<file path="src/rtl/snn_addr_gen.sv">
// snn_addr_gen: multi-channel address generator for the SNN neuron/synapse memories.
// Each channel has its own base, inclusive limit, stride and wrap/stop mode.
// The selected channel's pointer is muxed combinationally onto addr.
module snn_addr_gen #(
    parameter int unsigned  DEPTH    = 8192,
    parameter int unsigned  CHANNELS = 4,
    localparam int unsigned AW       = $clog2(DEPTH + 1),
    localparam int unsigned CW       = (CHANNELS > 1) ? $clog2(CHANNELS) : 1
) (
    input  logic          clk,
    input  logic          rst,
    input  logic          clr,
    input  logic [CW-1:0] ch_sel,
    input  logic          start,
    input  logic          inc,
    input  logic          cfg_we,
    input  logic [CW-1:0] cfg_ch,
    input  logic [AW-1:0] cfg_base,
    input  logic [AW-1:0] cfg_limit,
    input  logic [AW-1:0] cfg_stride,
    input  logic          cfg_wrap,
    output logic [AW-1:0] addr,
    output logic          active,
    output logic          last,
    output logic          wrap_p,
    output logic          done_p
);

    localparam logic [AW-1:0] LIMIT_RST  = AW'(DEPTH - 1);
    localparam logic [AW-1:0] STRIDE_RST = AW'(1);

    // Per-channel configuration and run state
    logic [AW-1:0] base_q   [CHANNELS];
    logic [AW-1:0] base_d   [CHANNELS];
    logic [AW-1:0] limit_q  [CHANNELS];
    logic [AW-1:0] limit_d  [CHANNELS];
    logic [AW-1:0] stride_q [CHANNELS];
    logic [AW-1:0] stride_d [CHANNELS];
    logic          wrap_q   [CHANNELS];
    logic          wrap_d   [CHANNELS];
    logic [AW-1:0] ptr_q    [CHANNELS];
    logic [AW-1:0] ptr_d    [CHANNELS];
    logic          active_q [CHANNELS];
    logic          active_d [CHANNELS];

    logic          wrap_p_q, wrap_p_d;
    logic          done_p_q, done_p_d;

    // Per-channel next pointer, one bit wider so overflow shows up as an end condition
    logic [AW:0]   nxt_c    [CHANNELS];
    logic          end_c    [CHANNELS];

    // Next pointer and end-of-range detection for every channel
    always_comb begin
        for (int c = 0; c < CHANNELS; c++) begin
            nxt_c[c] = {1'b0, ptr_q[c]}
                     + {1'b0, ((stride_q[c] == '0) ? STRIDE_RST : stride_q[c])};
            end_c[c] = (nxt_c[c] > {1'b0, limit_q[c]});
        end
    end

    // Per-channel update: clr, then cfg_we, then start, then inc
    always_comb begin
        wrap_p_d = 1'b0;
        done_p_d = 1'b0;
        for (int c = 0; c < CHANNELS; c++) begin
            base_d[c]   = base_q[c];
            limit_d[c]  = limit_q[c];
            stride_d[c] = stride_q[c];
            wrap_d[c]   = wrap_q[c];
            ptr_d[c]    = ptr_q[c];
            active_d[c] = active_q[c];
            if (clr) begin
                ptr_d[c]    = base_q[c];
                active_d[c] = 1'b0;
            end else if (cfg_we && (cfg_ch == CW'(c))) begin
                base_d[c]   = cfg_base;
                limit_d[c]  = cfg_limit;
                stride_d[c] = cfg_stride;
                wrap_d[c]   = cfg_wrap;
                ptr_d[c]    = cfg_base;
                active_d[c] = 1'b0;
            end else if (start && (ch_sel == CW'(c))) begin
                ptr_d[c]    = base_q[c];
                active_d[c] = 1'b1;
            end else if (inc && (ch_sel == CW'(c)) && active_q[c]) begin
                if (!end_c[c]) begin
                    ptr_d[c] = nxt_c[c][AW-1:0];
                end else if (wrap_q[c]) begin
                    ptr_d[c] = base_q[c];
                    wrap_p_d = 1'b1;
                end else begin
                    active_d[c] = 1'b0;
                    done_p_d    = 1'b1;
                end
            end
        end
    end

    // State registers with asynchronous active-low reset
    always_ff @(posedge clk or negedge rst) begin
        if (!rst) begin
            for (int c = 0; c < CHANNELS; c++) begin
                base_q[c]   <= '0;
                limit_q[c]  <= LIMIT_RST;
                stride_q[c] <= STRIDE_RST;
                wrap_q[c]   <= 1'b0;
                ptr_q[c]    <= '0;
                active_q[c] <= 1'b0;
            end
            wrap_p_q <= 1'b0;
            done_p_q <= 1'b0;
        end else begin
            for (int c = 0; c < CHANNELS; c++) begin
                base_q[c]   <= base_d[c];
                limit_q[c]  <= limit_d[c];
                stride_q[c] <= stride_d[c];
                wrap_q[c]   <= wrap_d[c];
                ptr_q[c]    <= ptr_d[c];
                active_q[c] <= active_d[c];
            end
            wrap_p_q <= wrap_p_d;
            done_p_q <= done_p_d;
        end
    end

    // Output mux of the selected channel; an out-of-range ch_sel reads as idle
    always_comb begin
        addr   = '0;
        active = 1'b0;
        last   = 1'b0;
        for (int c = 0; c < CHANNELS; c++) begin
            if (ch_sel == CW'(c)) begin
                addr   = ptr_q[c];
                active = active_q[c];
                last   = active_q[c] & end_c[c];
            end
        end
    end

    assign wrap_p = wrap_p_q;
    assign done_p = done_p_q;

endmodule
</file>
<file path="config.mk">
export PLATFORM = sky130hd
export DESIGN_NAME = snn_addr_gen
export DESIGN_NICKNAME = d
export VERILOG_FILES = /design/src/rtl/snn_addr_gen.sv
export SDC_FILE = /design/constraint.sdc
export NUM_CORES = 1
export LEC_CHECK = 0
export CAP_MARGIN = 40
export CELL_PAD_IN_SITES_DETAIL_PLACEMENT = 0
export CELL_PAD_IN_SITES_GLOBAL_PLACEMENT = 2
export CORE_UTILIZATION = 38
export DETAILED_ROUTE_END_ITERATION = 10
export PLACE_DENSITY_LB_ADDON = 0.2
export SKIP_LAST_GASP = 1
export SLEW_MARGIN = 0
export SYNTH_ARGS = -nofsm -noshare
export SYNTH_HDL_FRONTEND = slang
export SYNTH_SLANG_ARGS = --single-unit
</file>
<file path="constraint.sdc">
create_clock -name clk -period 6.02 [get_ports clk]
set_clock_uncertainty 0.05 [all_clocks]
set_input_delay 0.903 -clock clk [delete_from_list [all_inputs] [get_ports clk]]
set_output_delay 0.903 -clock clk [all_outputs]
set_load 0.005 [all_outputs]
</file>
# Word level (Yosys, flattened, before mapping)

Index checks and enable logic that the tools add are counted.
Widths: inputs -> output; s select.

$add $sub $neg: 4
$lt $le $gt $ge: 4
Equality and inequality tests: 14
Multiplexer cells: 112
Bitwise logic cells: 5
Reduce and logical (&&, ||, !) cells: 42

Operator list:

| cell               | count |
|---|---|
| $mux 14            | 32 |
| $mux 1             | 80 |
| $add 14x14->15     | 4 |
| $gt 15x14->1       | 4 |
| $logic_not 14->1   | 4 |
| $reduce_bool 4->1  | 8 |
| $ne 5x3->1 const B | 4 |
| $logic_and 1x1->1  | 16 |
| $ne 4x2->1 const B | 4 |
| $reduce_and 2->1   | 8 |
| $reduce_and 3->1   | 4 |
| $eq 2x2->1 const B | 4 |
| $and 1x1->1        | 4 |
| $eq 2x1->1 const B | 2 |
| $logic_not 2->1    | 2 |
| $not 1->1          | 1 |

Bits in registers: 234
Input bits: 53
Output and inout bits: 18
Logic and storage cells: 207

# Longest topological paths before layout

Gate-level depths: netlist of run 1.

Depth in word-level cells: 27
Mapped depth: 22
Gate-level depth less buffers: 20

# Worst setup path after synthesis of run 1

OpenSTA, ideal clock, no wires.

Path type: reg2out
Start: reg stride_q[21] (netlist bit)
End: out last
Data arrival time: 4.087 ns
Required time: 5.067 ns
Path slack: 0.980 ns
Cell stages (with the launch flop): 22
Path buffers: 2
Cells stage by stage: dfrtp_1 nor4_1 a41o_1 ha_1 inv_1 fa_1 nor2b_1 o31ai_1 a211o_1 nand3_1 o211ai_1 xnor2_1 ha_1 nand4_1 nor4_1 a31oi_1 nor3_1 and3_1 buf_2 buf_2 o221ai_1 o21a_1

Word-level cells in the longest chain between the ends: 7

RTL lines:

| what                              | RTL line | source |
|---|---|---|
| from (decl)                       | 37       | `logic [AW-1:0] stride_q [CHANNELS];` |
| from (signal, indexed assignment) | 117      | `stride_q[c] <= stride_d[c];` |
| $logic_not 14->1                  | 57       | `+ {1'b0, ((stride_q[c] == '0) ? STRIDE_RST : stride_q[c])};` |
| $mux 14 *                         | 57       |  |
| $add 14x14->15 *                  | 57       |  |
| $gt 15x14->1 *                    | 58       | `end_c[c] = (nxt_c[c] > {1'b0, limit_q[c]});` |
| $and 1x1->1 *                     | 136      | `last = active_q[c] & end_c[c];` |
| $mux 1 * (2 in a row)             | 133      | `if (ch_sel == CW'(c)) begin` |
| to (decl)                         | 24       | `output logic last,` |

Every way passes the cells marked *; elsewhere a longest branch is shown, timed or not.

# Worst setup path in the final report of run 1

Start: reg stride_q[17] (netlist bit)
End: out last

The elaborated chain is that of the path after synthesis.

==> results of run 1 <==
[cell usage in the layout (no fill, tap or decap), types with 10 or more instances in the layout]
| cell type | synthesis | layout |
|---|---|---|
| sky130_fd_sc_hd__a32oi_1 | 10 | 10 |
| sky130_fd_sc_hd__inv_1 | 103 | 102 |
| sky130_fd_sc_hd__o211ai_1 | 11 | 11 |
| sky130_fd_sc_hd__mux4_2 | 14 | 14 |
| sky130_fd_sc_hd__clkdlybuf4s50_1 | 0 | 67 |
| sky130_fd_sc_hd__clkbuf_16 | 0 | 31 |
| sky130_fd_sc_hd__a211oi_1 | 15 | 12 |
| sky130_fd_sc_hd__mux2_2 | 39 | 39 |
| sky130_fd_sc_hd__xnor2_1 | 27 | 26 |
| sky130_fd_sc_hd__o21ai_0 | 102 | 98 |
| sky130_fd_sc_hd__dfstp_2 | 56 | 56 |
| sky130_fd_sc_hd__a21oi_1 | 69 | 67 |
| sky130_fd_sc_hd__ha_1 | 112 | 109 |
| sky130_fd_sc_hd__nand2_1 | 374 | 374 |
| sky130_fd_sc_hd__nor2_1 | 79 | 76 |
| sky130_fd_sc_hd__o31ai_1 | 20 | 17 |
| sky130_fd_sc_hd__dfrtp_1 | 178 | 178 |
| sky130_fd_sc_hd__nand2b_1 | 12 | 12 |
| sky130_fd_sc_hd__nor3_1 | 27 | 20 |
| sky130_fd_sc_hd__nand3_1 | 54 | 53 |
| sky130_fd_sc_hd__o22a_1 | 14 | 14 |
| sky130_fd_sc_hd__a21o_1 | 21 | 21 |
| sky130_fd_sc_hd__o21a_1 | 16 | 16 |
| sky130_fd_sc_hd__buf_4 | 0 | 50 |
[critical path: stages (launching register included)]
cell                       delay [ns]
sky130_fd_sc_hd__dfrtp_1         0.40
sky130_fd_sc_hd__nor4_2          0.33
sky130_fd_sc_hd__a41o_1          0.22
sky130_fd_sc_hd__ha_2            0.19
sky130_fd_sc_hd__inv_2           0.04
sky130_fd_sc_hd__fa_2            0.36
sky130_fd_sc_hd__nor2b_4         0.15
sky130_fd_sc_hd__o31ai_4         0.08
sky130_fd_sc_hd__a211o_1         0.34
sky130_fd_sc_hd__nand3_2         0.08
sky130_fd_sc_hd__o211ai_1        0.10
sky130_fd_sc_hd__xnor2_1         0.17
sky130_fd_sc_hd__ha_1            0.33
sky130_fd_sc_hd__nand4_1         0.19
sky130_fd_sc_hd__nor4_4          0.34
sky130_fd_sc_hd__a31oi_2         0.08
sky130_fd_sc_hd__nor3_2          0.23
sky130_fd_sc_hd__and3_4          0.22
sky130_fd_sc_hd__o221ai_1        0.12
sky130_fd_sc_hd__o21a_1          0.15
sky130_fd_sc_hd__buf_2           0.14
[sequential cells by signal (all words and copies together), names as in the netlist]
name      flops
base_q       56
limit_q      56
ptr_q        56
stride_q     56
active_q      4
wrap_q        4
done_p        1
wrap_p        1
[layer usage]
layer / vias to the layer above / wire (um)
met5: - / 0
met4: 0 / 2150
met3: 85 / 3280
met2: 353 / 26900
met1: 6257 / 24200
li1: 5879 / -
[power groups by stage]
stage	Sequential (mW)	Clock, mW	Combinational, mW
floorplan	2.27	0	3.52
global placement	2.55	0	5.09
detailed placement	2.55	0	5.08
CTS	2.53	1.99	5.19
global route	2.59	2.05	5.95
finish	2.55	1.95	5.41
[what timing repair did]
action,4_1_cts,5_1_grt
setup buffers,5,12
cloned,0,0
gates resized for setup,25,38
pin swaps,7,30
setup endpoints to repair,1,1
[through the flow]
stage	worst slack (ns)	TNS [ns]
2_1_floorplan	0.980	0
3_3_place_gp	0.0849	0
3_5_place_dp	0.0326	0
4_1_cts	0.00279	0
5_1_grt	-0.0340	-0.0340
6_report	0.224	0
[worst max-delay path by stage]
| stage | startpoint | to | slack [ns] | cells past startpoint |
|---|---|---|---|---|
| floorplan | stride_q[21] | last | 0.98 | 21 |
| global placement | stride_q[49] | last | 0.08 | 21 |
| detailed placement | stride_q[49] | last | 0.03 | 21 |
| CTS | stride_q[49] | last | 0.003 | 21 |
| global route | stride_q[35] | last | -0.03 | 21 |
| finish | stride_q[17] | last | 0.22 | 20 |
[cell type report]
cell class / instances / area (sq um)
sequential: 234 / 5930
clock inverter: 18 / 251
inverter: 103 / 387
clock buffer: 38 / 812
timing repair buffer: 123 / 1110
fill: 3767 / 20500
multi-input combinational: 1210 / 8170
tap: 511 / 639
[cell families after synthesis]
logic type / count (synthesis)
compound gates: 370
xor+xnor: 37
fa+ha+maj: 116
buf+inv: 225
flops: 234
mux: 63
simple gates: 624
==> results summary, run 1 <==
The run finished with clean final reports. The HPWL after detailed placement is 42900 um. The worst-case hold slack came out at 0.358 ns. The routed layout has 12600 vias. The number of I/O pins came out at 71.

By count the netlist is led by sky130_fd_sc_hd__nand2_1, sky130_fd_sc_hd__dfrtp_1, sky130_fd_sc_hd__ha_1, sky130_fd_sc_hd__clkbuf_1, sky130_fd_sc_hd__inv_1. Dividing the final minimum period by the clock period gives 0.963. The global-route wire length before repair is 82600 um.

STA classifies the critical path startpoint as a flop. The critical path in this run is classified as reg2out. For met1 alone, demand over resource in global routing was 0.387. For this run, global-route usage on met2 was measured as 0.484. The initial antenna violation count came out at 4. Among all flip-flop cells after synthesis, the most frequent one is sky130_fd_sc_hd__dfrtp_1. The arithmetic-cell share of the synthesized area counting full adders, half adders and majority gates came out at 0.101. From left edge to right edge, the die measures 198 um. The initial DRC count came out at 873. The proportion of synthesized area in mux cells came out at 0.0589. The proportion of total power due to net switching came out at 0.440. The path depth of the worst reg2reg path is 22. The worst slew margin relative to its limit came out at 0.391. The worst register-to-register path ends at ptr_q[25]. Among all cell types in the netlist, the one instantiated most often is sky130_fd_sc_hd__nand2_1. The number of placed instances, taps included is 2165. The overall routing resource usage came out at 0.292. The final non-filler cell area is 0.0173 sq mm.

Counting flops with an async set or reset pin after synthesis yields a share of 1.00. The dominant combinational cell family by area after synthesis is simple AND/OR/NAND/NOR gates. For this run, global-route usage on met3 was measured as 0.0453. The maximum net fanout on the critical path came out at 4. In this run the number of H-tree levels came out at 1.

Dividing total power by cell area gives a power density of 573 mW/mm^2. The area overhead of the layout relative to synthesis is 18.0%. The reg-to-reg startpoint is stride_q[17].

The number of library cell types mapped by synthesis is 79. In this run the cell area of the synthesized design comes to 0.0147 sq mm. The fmax is 0.173 GHz. Once detail routing completed, the nets flagged for antenna violations numbered 0. The clock latency reported for the late side of the worst-skew pair came out at 0.58 ns. After global routing, the most crowded layer is met2.

The clock network power share came out at 0.197. The reported max-cap violation count came out at 0. The post-detailed-placement cell area came out at 0.0158 sq mm. The nature of the critical path endpoint is a primary output. The worst-case IR drop observed on VDD is 0.276 mV. Power comes to 9.91 mW. Synthesis inferred 234 register bits. The design internal power came out at 5.55 mW. The number of synthesized flops with an enable pin is 0. The total setup violations reported at the end of the flow is 0. TritonCTS built the clock tree. The slew at the pin closest to its max-slew limit came out at 0.914 ns.

For this run the aggregate overflow at the end of global routing stands at 0. The static leakage is 7.81 nW. Counting every instance in the synthesized netlist gives 1669. The number of buffer cells added on primary ports came out at 70. The synthesized-area fraction occupied by xor and xnor cells is 0.0221. The Yosys step of the flow raised 0 warnings. The reg-to-reg setup timing slack came out at 0.92 ns. In the final layout, the share of cells above drive strength 1 is 0.162.

The number of vias per cell after detailed routing is 5.62. The compound-cell area share of the yosys netlist is 0.171. The number of inserted diodes is 0.

The weighted congestion reported at the end of routability-driven placement is 0.916. The clock passes through at most 3 buffers. The net count after synthesis came out at 1838. The number of buffers created by CTS came out at 30. For this run, the register share of the synthesized area comes to 0.404. The data arrival time at the worst-slack endpoint came out at 4.84 ns. The mean routed wirelength per cell is 25.3 um. A synthesized cell averages 8.78 sq um. In this run the power spent charging and discharging nets is 4.36 mW.

After floorplanning, the core was divided into 71 placement rows. The number of failing hold endpoints at the final stage is 0. In this run, post-CTS hold repair placed 0 buffers.

The placeable core region is 0.0378 sq mm. The number of max-slew violations in the final report came to 0. The starting density of the core is 0.387.

For this run, design rule violations remaining after detail routing come to 0. The simple-gate area share of the yosys netlist came out at 0.185. The wire length reported by the detailed router came out at 56500 um. At the worst endpoint, the required time is 5.07 ns. Ranked by total cell area, the synthesized netlist is headed by sky130_fd_sc_hd__dfrtp_1, sky130_fd_sc_hd__dfstp_2, sky130_fd_sc_hd__nand2_1, sky130_fd_sc_hd__ha_1, sky130_fd_sc_hd__o21ai_0. The overall die area came out at 0.0394 sq mm. The via count of the first global-routing pass came out at 12400. The class of the most critical hold timing path is in2async. Entering global routing, the biggest net connects 124 pins. Before antenna repair, the detailed router went through 5 iterations. The height of the die came out at 198 um. Of the post-synthesis cell area, the dominant cell type holds 0.304.

The post-route minimum period is 5.80 ns. The clock transition at the register clock pins on the worst setup and hold paths after CTS is 0.06 ns. The count of clock tree sinks came out at 234. The proportion of power drawn by flip-flops and latches is 0.257. After the flow finishes, the layout carries non-filler instances totaling 2237.

The number of nets in the layout is 1871. The share of total power dissipated in combinational logic is 0.546. The clock root buffer is sky130_fd_sc_hd__clkbuf_16. For this run, the share of the core covered by cells in the final layout is 0.457. The leading area contributor after synthesis is sky130_fd_sc_hd__dfrtp_1.
No activity file was read; power rests on OpenSTA's default activity.
==> run 2: changes to the inputs <==
Settings changed: CAP_MARGIN 40 to 20, SETUP_SLACK_MARGIN set to 0.05.
==> results summary, run 2 (synthesized netlist as in run 1, its figures left out) <==
The layout cell share with drive strength beyond 1 is 0.167 (+0.00512). The number of vias per cell after detailed routing is 5.66 (+0.70%). The remaining number of nets flagged by the antenna check after routing came out at 0 (unchanged). The pin count of the biggest net entering global routing came out at 124 (unchanged). The number of placed instances, taps included came out at 2162 (-0.14%). The initial DRC count is 847 (-3.0%).

The clock latency reported for the late side of the worst-skew pair came to 0.58 ns (about the same). The nature of the critical path endpoint is a primary output. The number of buffers created by CTS came out at 30 (unchanged). The weighted congestion reported at the end of routability-driven placement came out at 0.916 (unchanged). The number of iterations in the first detailed-routing pass is 6 (+1). The number of buffer cells added on primary ports came out at 70 (unchanged). The mean routed wirelength per cell came out at 25.2 um (about the same). The initial antenna violation count came out at 5 (+1). The count of clock tree sinks came out at 234 (unchanged). The largest individual stage delay along the critical path comes from the cell sky130_fd_sc_hd__dfrtp_1. The fmax came to 0.173 GHz (+0.22%). The routing usage on met3 is 0.0451 (-0.000170). The data arrival time at the worst-slack endpoint came out at 4.83 ns (about the same). The number of buffer and inverter instances along the worst setup path is 3 (+1). Among cell families on the critical path, the largest total delay comes from simple AND/OR/NAND/NOR gates. The number of H-tree levels is 1 (unchanged).

The type of element launching the critical path is a flop. The final non-filler cell area is 0.0173 sq mm (about the same). The total power density per cell area came out at 569 mW/mm^2 (-0.67%). The area overhead of the layout relative to synthesis is 17.9% (about the same).

The global-route wire length before repair came out at 82600 um (about the same). The post-detailed-placement cell area was 0.0158 sq mm (-0.17%). Setup repair after global routing could not meet its margin everywhere. The non-filler instance count after layout is 2239 (+0.089%). In the layout the commonest cells are sky130_fd_sc_hd__nand2_1, sky130_fd_sc_hd__dfrtp_1, sky130_fd_sc_hd__ha_1, sky130_fd_sc_hd__inv_1, sky130_fd_sc_hd__o21ai_0.

The width of the die is 198 um (unchanged). The total power is 9.84 mW (-0.77%). The wire length reported by the detailed router came to 56500 um (about the same).

The number of I/O pins came out at 71 (unchanged). The slew at the pin closest to its max-slew limit came to 1.11 ns (+0.199 ns). The run finished with clean final reports.

Counting stages on the worst path, the most repeated cell is sky130_fd_sc_hd__nor4_4. The setup path with the least slack is of type reg2out. The number of nets in the layout is 1872 (+0.053%). The total setup violations reported at the end of the flow is 0 (unchanged).

The peak supply drop is 0.276 mV (+0.11%). The library cell used most frequently in the layout, excluding fill and tap cells, is sky130_fd_sc_hd__nand2_1. The layout filler cell count is 3792 (+0.66%). The height of the die came out at 198 um (unchanged). The required time reported for the critical path endpoint is 5.07 ns (about the same).

The count of standard-cell rows came to 71 (unchanged). The worst-case clock buffer depth came to 3 (unchanged). The TritonCTS clock tree is done. The overall routing resource usage came out at 0.292 (about the same).

The share of the clock period used by the worst path after layout was 0.961 (-0.00213). The total via count in the routed design came out at 12700 (+0.79%). The starting density of the core is 0.387 (unchanged). The clock root buffer is sky130_fd_sc_hd__clkbuf_16. The static leakage came out at 7.80 nW (-0.12%). The overall die area came to 0.0394 sq mm (unchanged).

Traced cell by cell, the critical path runs through nor4_4 > a41o_1 > ha_2 > inv_2 > fa_2 > nor2b_4 > o31ai_4 > a211o_1 > nand3_2 > o211ai_1 > xnor2_1 > ha_1 > nand4_1 > buf_4 > nor4_4 > a31oi_1 > nor3_2 > and3_1 > o221ai_2 > o21a_1 > buf_2. The placeable core region was 0.0378 sq mm (unchanged). After global routing, the most crowded layer is met2. The worst-case hold slack is 0.349 ns (-0.00897 ns). The number of failing hold endpoints at the final stage is 0 (unchanged). The number of max-slew violations in the final report is 0 (unchanged). The total global routing overflow came out at 0 (unchanged).

The post-route minimum period came out at 5.78 ns (-0.0128 ns). The reported max-cap violation count is 0 (unchanged). The peak per-stage delay on the critical path is 0.41 ns (about the same). The routing usage on met2 came out at 0.475 (-0.00975). The worst slew margin relative to its limit is 0.255 (-0.135). The total DRC errors in the routed layout is 0 (unchanged). The clock transition at the register clock pins on the worst setup and hold paths after CTS is 0.06 ns (about the same). The HPWL after detailed placement is 42900 um (-0.17%).

The routing usage on met1 came out at 0.388 (+0.00159). The tightest min-delay check is of the in2async type. The maximum net fanout on the critical path came out at 4 (unchanged).

The via count of the first global-routing pass came to 12400 (+0.54%).
## run 2: cell count changes in the layout (fill, tap and decap cells not counted), sizes merged
cell / delta
clkinv: +4
bufinv: -3
clkbuf: -2
buf: +1
clkinvlp: +1
diode: +1
## run 2: per-stage QoR
step	util	TNS, ns	setup slack [ns]
after floorplan	-	0	0.980
after global placement	0.418	0	0.0849
after detailed placement	0.418	0	0.0256
after CTS	0.451	0	0.0501
after global routing	0.457	-0.00235	-0.00235
final	0.457	0	0.237
## run 2: cell type report
type | instances | area (sq um) | share of cell area
multi-input cells | 1210 | 8170 | 0.473
flip-flops and latches | 234 | 5930 | 0.343
repair buffers | 124 | 1110 | 0.0644
clock buffers | 36 | 845 | 0.0489
well taps | 511 | 639 | 0.0370
inverters | 103 | 387 | 0.0224
clock inverters | 20 | 196 | 0.0114
diodes | 1 | 2.50 | 0.000145
## run 2: repair_timing
item | in CTS | in global routing
setup buffers | 7 | 13
gates resized for setup | 34 | 31
pin swaps | 11 | 35
hold buffers | 0 | 0
cloned | 0 | 0
endpoints found under the setup margin | 1 | 1
## run 2: per-layer routing
layer	share of wire	wire [um]	vias to the layer above
li1	-	-	5889
met1	0.43	24500	6323
met3	0.053	2970	101
met2	0.47	26500	360
met4	0.045	2540	0
met5	0	0	-
## run 2: worst paths after layout
path	start	end	slack [ns]	cells after the start
hold reg to reg	limit_q[42]	limit_q[42]	0.41	2
hold / removal	rst	base_q[53]	0.35	1
setup reg to reg	stride_q[17]	ptr_q[17]	0.90	23
min in group clk	limit_q[42]	limit_q[42]	0.41	2
max in group asynchronous	rst	base_q[10]	4.32	2
setup / recovery	stride_q[17]	last	0.24	21
## run 2: report_power, final
group | leakage [nW] | total [mW] | switching [mW] | internal (mW)
Combinational | 4.51 | 5.40 | 3.13 | 2.26
Clock | 0.512 | 1.89 | 0.761 | 1.13
Sequential | 2.78 | 2.55 | 0.498 | 2.05
